`config.mk`:
```
export PLATFORM = sky130hd
export DESIGN_NAME = fetch_unit
export DESIGN_NICKNAME = d
export VERILOG_FILES = /design/src/rtl/fetch_unit.sv
export SDC_FILE = /design/constraint.sdc
export NUM_CORES = 1
export LEC_CHECK = 0
export ABC_AREA = 1
export CAP_MARGIN = 20
export CORE_MARGIN = 1.5
export CORE_UTILIZATION = 38
export DETAILED_ROUTE_END_ITERATION = 12
export GPL_TIMING_DRIVEN = 0
export PLACE_DENSITY = 0.78
export SLEW_MARGIN = 25
export SYNTH_ARGS = -nofsm -noshare
export SYNTH_HDL_FRONTEND = slang
export SYNTH_SLANG_ARGS = --single-unit
export TNS_END_PERCENT = 20
```
`constraint.sdc`:
```
create_clock -name clk -period 4.8 [get_ports clk]
set_input_delay 1.2 -clock clk [delete_from_list [all_inputs] [get_ports clk]]
set_output_delay 1.2 -clock clk [all_outputs]
set_load 0.1 [all_outputs]
```
`src/rtl/fetch_unit.sv`:
```
// Instruction fetch stage: owns the PC, fetches one word over req/ack, holds it for downstream.
// Latency: 1 cycle BOOT after reset, then >=1 cycle FETCH (until ack) + >=1 cycle HOLD (until advance).
// Backpressure: imem_ack=0 stalls in FETCH with req/addr stable; advance=0 stalls in HOLD with Instr/PC stable.
//
// Ports:
//   clk, reset               clock, asynchronous active-high reset
//   imem_req/addr/rdata/ack  instruction memory handshake (addr always equals PC)
//   Instr, InstrValid, PC    held instruction, its valid flag and its address
//   PCPlus8                  PC + 8 (architectural PC read value), combinational from PC
//   advance, PCSrc, Result   downstream accept, branch select and branch target
//   retired                  count of accepted instructions (wraps)

module fetch_unit #(
    parameter logic [31:0] RESET_PC = 32'h0000_0000
) (
    input  logic        clk,
    input  logic        reset,
    output logic        imem_req,
    output logic [31:0] imem_addr,
    input  logic [31:0] imem_rdata,
    input  logic        imem_ack,
    output logic [31:0] Instr,
    output logic        InstrValid,
    output logic [31:0] PC,
    output logic [31:0] PCPlus8,
    input  logic        advance,
    input  logic        PCSrc,
    input  logic [31:0] Result,
    output logic [31:0] retired
);

    typedef enum logic [1:0] {
        BOOT  = 2'd0,
        FETCH = 2'd1,
        HOLD  = 2'd2
    } state_t;

    state_t      state_q, state_d;
    logic [31:0] pc_q, pc_d;
    logic [31:0] instr_q, instr_d;
    logic [31:0] retired_q, retired_d;

    always_ff @(posedge clk or posedge reset) begin
        if (reset) begin
            state_q   <= BOOT;
            pc_q      <= RESET_PC;
            instr_q   <= 32'h0000_0000;
            retired_q <= 32'h0000_0000;
        end else begin
            state_q   <= state_d;
            pc_q      <= pc_d;
            instr_q   <= instr_d;
            retired_q <= retired_d;
        end
    end

    always_comb begin
        state_d    = state_q;
        pc_d       = pc_q;
        instr_d    = instr_q;
        retired_d  = retired_q;
        imem_req   = 1'b0;
        InstrValid = 1'b0;
        case (state_q)
            BOOT: begin
                state_d = FETCH;
            end
            FETCH: begin
                imem_req = 1'b1;
                if (imem_ack) begin
                    instr_d = imem_rdata;
                    state_d = HOLD;
                end
            end
            HOLD: begin
                InstrValid = 1'b1;
                if (advance) begin
                    // Branch targets are forced word-aligned; misaligned low bits are dropped silently.
                    pc_d      = PCSrc ? (Result & 32'hFFFF_FFFC) : (pc_q + 32'd4);
                    retired_d = retired_q + 32'd1;
                    state_d   = FETCH;
                end
            end
            default: begin
                state_d = BOOT;
            end
        endcase
    end

    assign imem_addr = pc_q;
    assign PC        = pc_q;
    assign PCPlus8   = pc_q + 32'd8;
    assign Instr     = instr_q;
    assign retired   = retired_q;

endmodule

```
==> results.md, run 1 <==
* Sequential share of the synthesized area at 0.398
* Router iterations before antenna repair at 5
* # setup viols final at 0
* Buffers and inverters on the worst path at 2
* Final Critical Period at 4.58 ns
* FF+latch count, synth at 96
* Die W at 129 µm
* Synth area leaders: dfrtp_1 (40%), nand2_1 (15%), nor2_1 (6.3%)
* CP max-delay cell: clkdlybuf4s50_1
* Nets at 1,110
* Reg clk slew, reported paths at 0.08 ns
* Period Utilization, post-route at 0.953
* Vias at 6,090
* Congestion Overflow GR at 0
* Cell Chain, Critical Path: ha_1 > inv_1 > nor3_2 > nand3_1 > xor2_1 > clkdlybuf4s50_1
* Vias/cell at 4.85
* Crit end category: output port
* Clk Latency, worst-skew pair at 0.36 ns
* Clock skew at 0.00866 ns
* Clock sink count at 96
* Antenna-violating nets left at 0
* Worst hold stages at 2
* Worst r2r dst: PC[27]
* Post-layout util at 0.576
* Post-Synth Adder-Cell Area at 0.00622
* First-pass GRT wire length at 31.1 mm
* Root Buffer: clkbuf_16
* All-Layer GR Usage at 0.243
* Fill cells at 1,452
* Initial Util at 0.392
* Hold WS at 0.500 ns
* Status: finished clean
* Rel. slew slack at 0.314
* Vias in the first global route at 5,900
* Post-synth EDFFs at 0
* CP startpoint kind: register
* Post-synthesis compound-gate area fraction at 0.0440
* Pin count of the biggest net entering global routing at 56
* Hold Crit Endpoint: retired[31]
* Largest family of logic cells by synthesized area: simple AND/OR/NAND/NOR gates
* Fmax at 219 MHz
* XOR/XNOR Fraction of Synth Area at 0.0712
* Number of max-cap violations at 0
* Hold Vio Cnt, Final at 0
* Row count at 45
* RSZ-0062 raised after global routing: false
* Post-synth ARST share at 1.00
* R2R setup slack at 2.89 ns
* Multiplexer share of the synthesized area at 0.0598
* Mapped Cells at 799
* Height of the die at 129 µm
* Pre-CTS setup slack at 0.629 ns
* Crit-path max FO at 8
* Max clock buf depth at 2
* Layout Cells excl Fill at 1,255
* Yosys Warn Count at 0
* Synth cell types at 35
* CP peak stage delay at 1.19 ns
* Fin. max-slew vios at 0
* Crit path arrival time at 3.38 ns
* Commonest non-fill, non-tap cell in the layout: nand2_1
* Worst setup path category: reg -> out
* Cells on worst reg2reg path at 10
* Commonest non-fill, non-tap cells in the layout: nand2_1 (237), clkdlybuf4s50_1 (222), nor2_1 (101), dfrtp_1 (96), inv_1 (75)
* Post-CTS Setup Inserts at 0
* Die ar. at 0.0166 mm²
* Area Overhead vs Synth at 46.9%
* Area leader, netlist: dfrtp_1
* CTS tree: built
* Final HPWL DP at 15.1 mm
* Primary FF master, synth: dfrtp_1
* Post-Synth Simple-Gate Area at 0.312
* Initial antenna violation count at 0
* Depth of the CTS H-tree at 3
* Starting DRC count in detailed routing at 444
* Hold Path Class: reg -> reg
* Syn Area/Cell at 7.55 µm²
* HP Start: retired[31]
* Number of port buffers at 222
* Share of cells above drive strength 1 at 0.128
* CTS buffer count at 9
* CTS Hold Bufs at 0
* Cts repair resizes at 0
* Family with the most delay on the worst path: buffers and inverters
* RR Startpoint: PC[3]
* Dpl cells at 1,238
* Worst-Margin Slew at 1.03 ns
* DRC at 0
* Core Area at 0.0154 mm²
* Worst setup margin at 0.225 ns
* Drt total wl at 19.7 mm
* Io pins at 231
* RD Place Congestion at 0.912
* Req. time, crit path at 3.60 ns
* WL per Instance at 15.7 µm
* Mapped cell area at 0.00603 mm²
* Share of the synthesized area in the top cell type at 0.398
[synth_stat cells, types with 8 or more instances]
master,count
a21oi_1,20
buf_2,8
buf_4,38
dfrtp_1,96
inv_1,76
mux2_2,32
nand2_1,237
nand3_1,41
nor2_1,101
nor2_2,15
o21ai_0,17
xnor2_1,8
xor2_1,41
[per-layer routing]
| layer | up-vias | global-route usage | share of wire |
|---|---|---|---|
| met4 | 0 | 0.0932 | 0.027 |
| li1 | 2931 | - | - |
| met5 | - | 0 | 0 |
| met3 | 35 | 0.0761 | 0.10 |
| met2 | 317 | 0.404 | 0.46 |
| met1 | 2807 | 0.295 | 0.41 |
[logic make-up after synthesis]
| logic type | Yosys count |
|---|---|
| AO/OA/AOI/OAI | 50 |
| XOR/XNOR | 49 |
| adder cells (fa/ha/maj) | 3 |
| buffers and inverters | 133 |
| flip-flops | 96 |
| multiplexers | 32 |
| other | 1 |
| AND/OR/NAND/NOR | 435 |
[worst min-delay path: stages (launching register included)]
cell and delay [ns]:
dfrtp_1 0.36, nand2_1 0.06, nand2_1 0.05
[cell type report]
cell class	count	area, µm²	share of cell area
diodes	1	2.50	0.000283
plain buffers	55	359	0.0405
clock buffers	10	229	0.0259
clock inverters	6	57.6	0.00650
inverters	78	298	0.0336
multi-input cells	575	3000	0.338
flip-flops and latches	96	2400	0.271
well taps	211	264	0.0298
repair buffers	223	2250	0.254
[how the worst max path moves through the flow]
| stage | start | cells past startpoint | slack, ns | endpoint |
|---|---|---|---|---|
| 3_3_place_gp | reset | 2 | -0.62 | PC[5] |
| 5_1_grt | PC[3] | 8 | 0.09 | PCPlus8[27] |
| 3_5_place_dp | PC[3] | 6 | 0.63 | PCPlus8[17] |
| 4_1_cts | PC[3] | 6 | 0.23 | PCPlus8[17] |
| 6_report | PC[3] | 6 | 0.22 | PCPlus8[17] |
| 2_1_floorplan | PC[3] | 7 | 0.18 | PCPlus8[27] |
[through the flow]
stage,cell area (µm²),setup TNS [ns]
after floorplan,6050,0
after global placement,8540,-59.09
after detailed placement,8570,0
after CTS,8850,0
after global routing,8850,0
final,8860,0
[sequential cells by signal, summed over array words and instances (netlist names)]
name and count:
Instr 32, retired 32, PC 30, state_q 2
Power of run 1 is left out: the tool's default activity adds up to more than one toggle a clock period on the data nets, which glitch-free logic cannot reach.
==> run 2, diff against run 1 <==
- ABC_CLOCK_PERIOD_IN_PS: not set -> 4800
- CAP_MARGIN: 20 -> not set
- TNS_END_PERCENT: 20 -> 5
==> results of run 2 <==
Final layout, timing and power as in run 1 (identical DEF).
Power of run 2 is left out for the same reason.
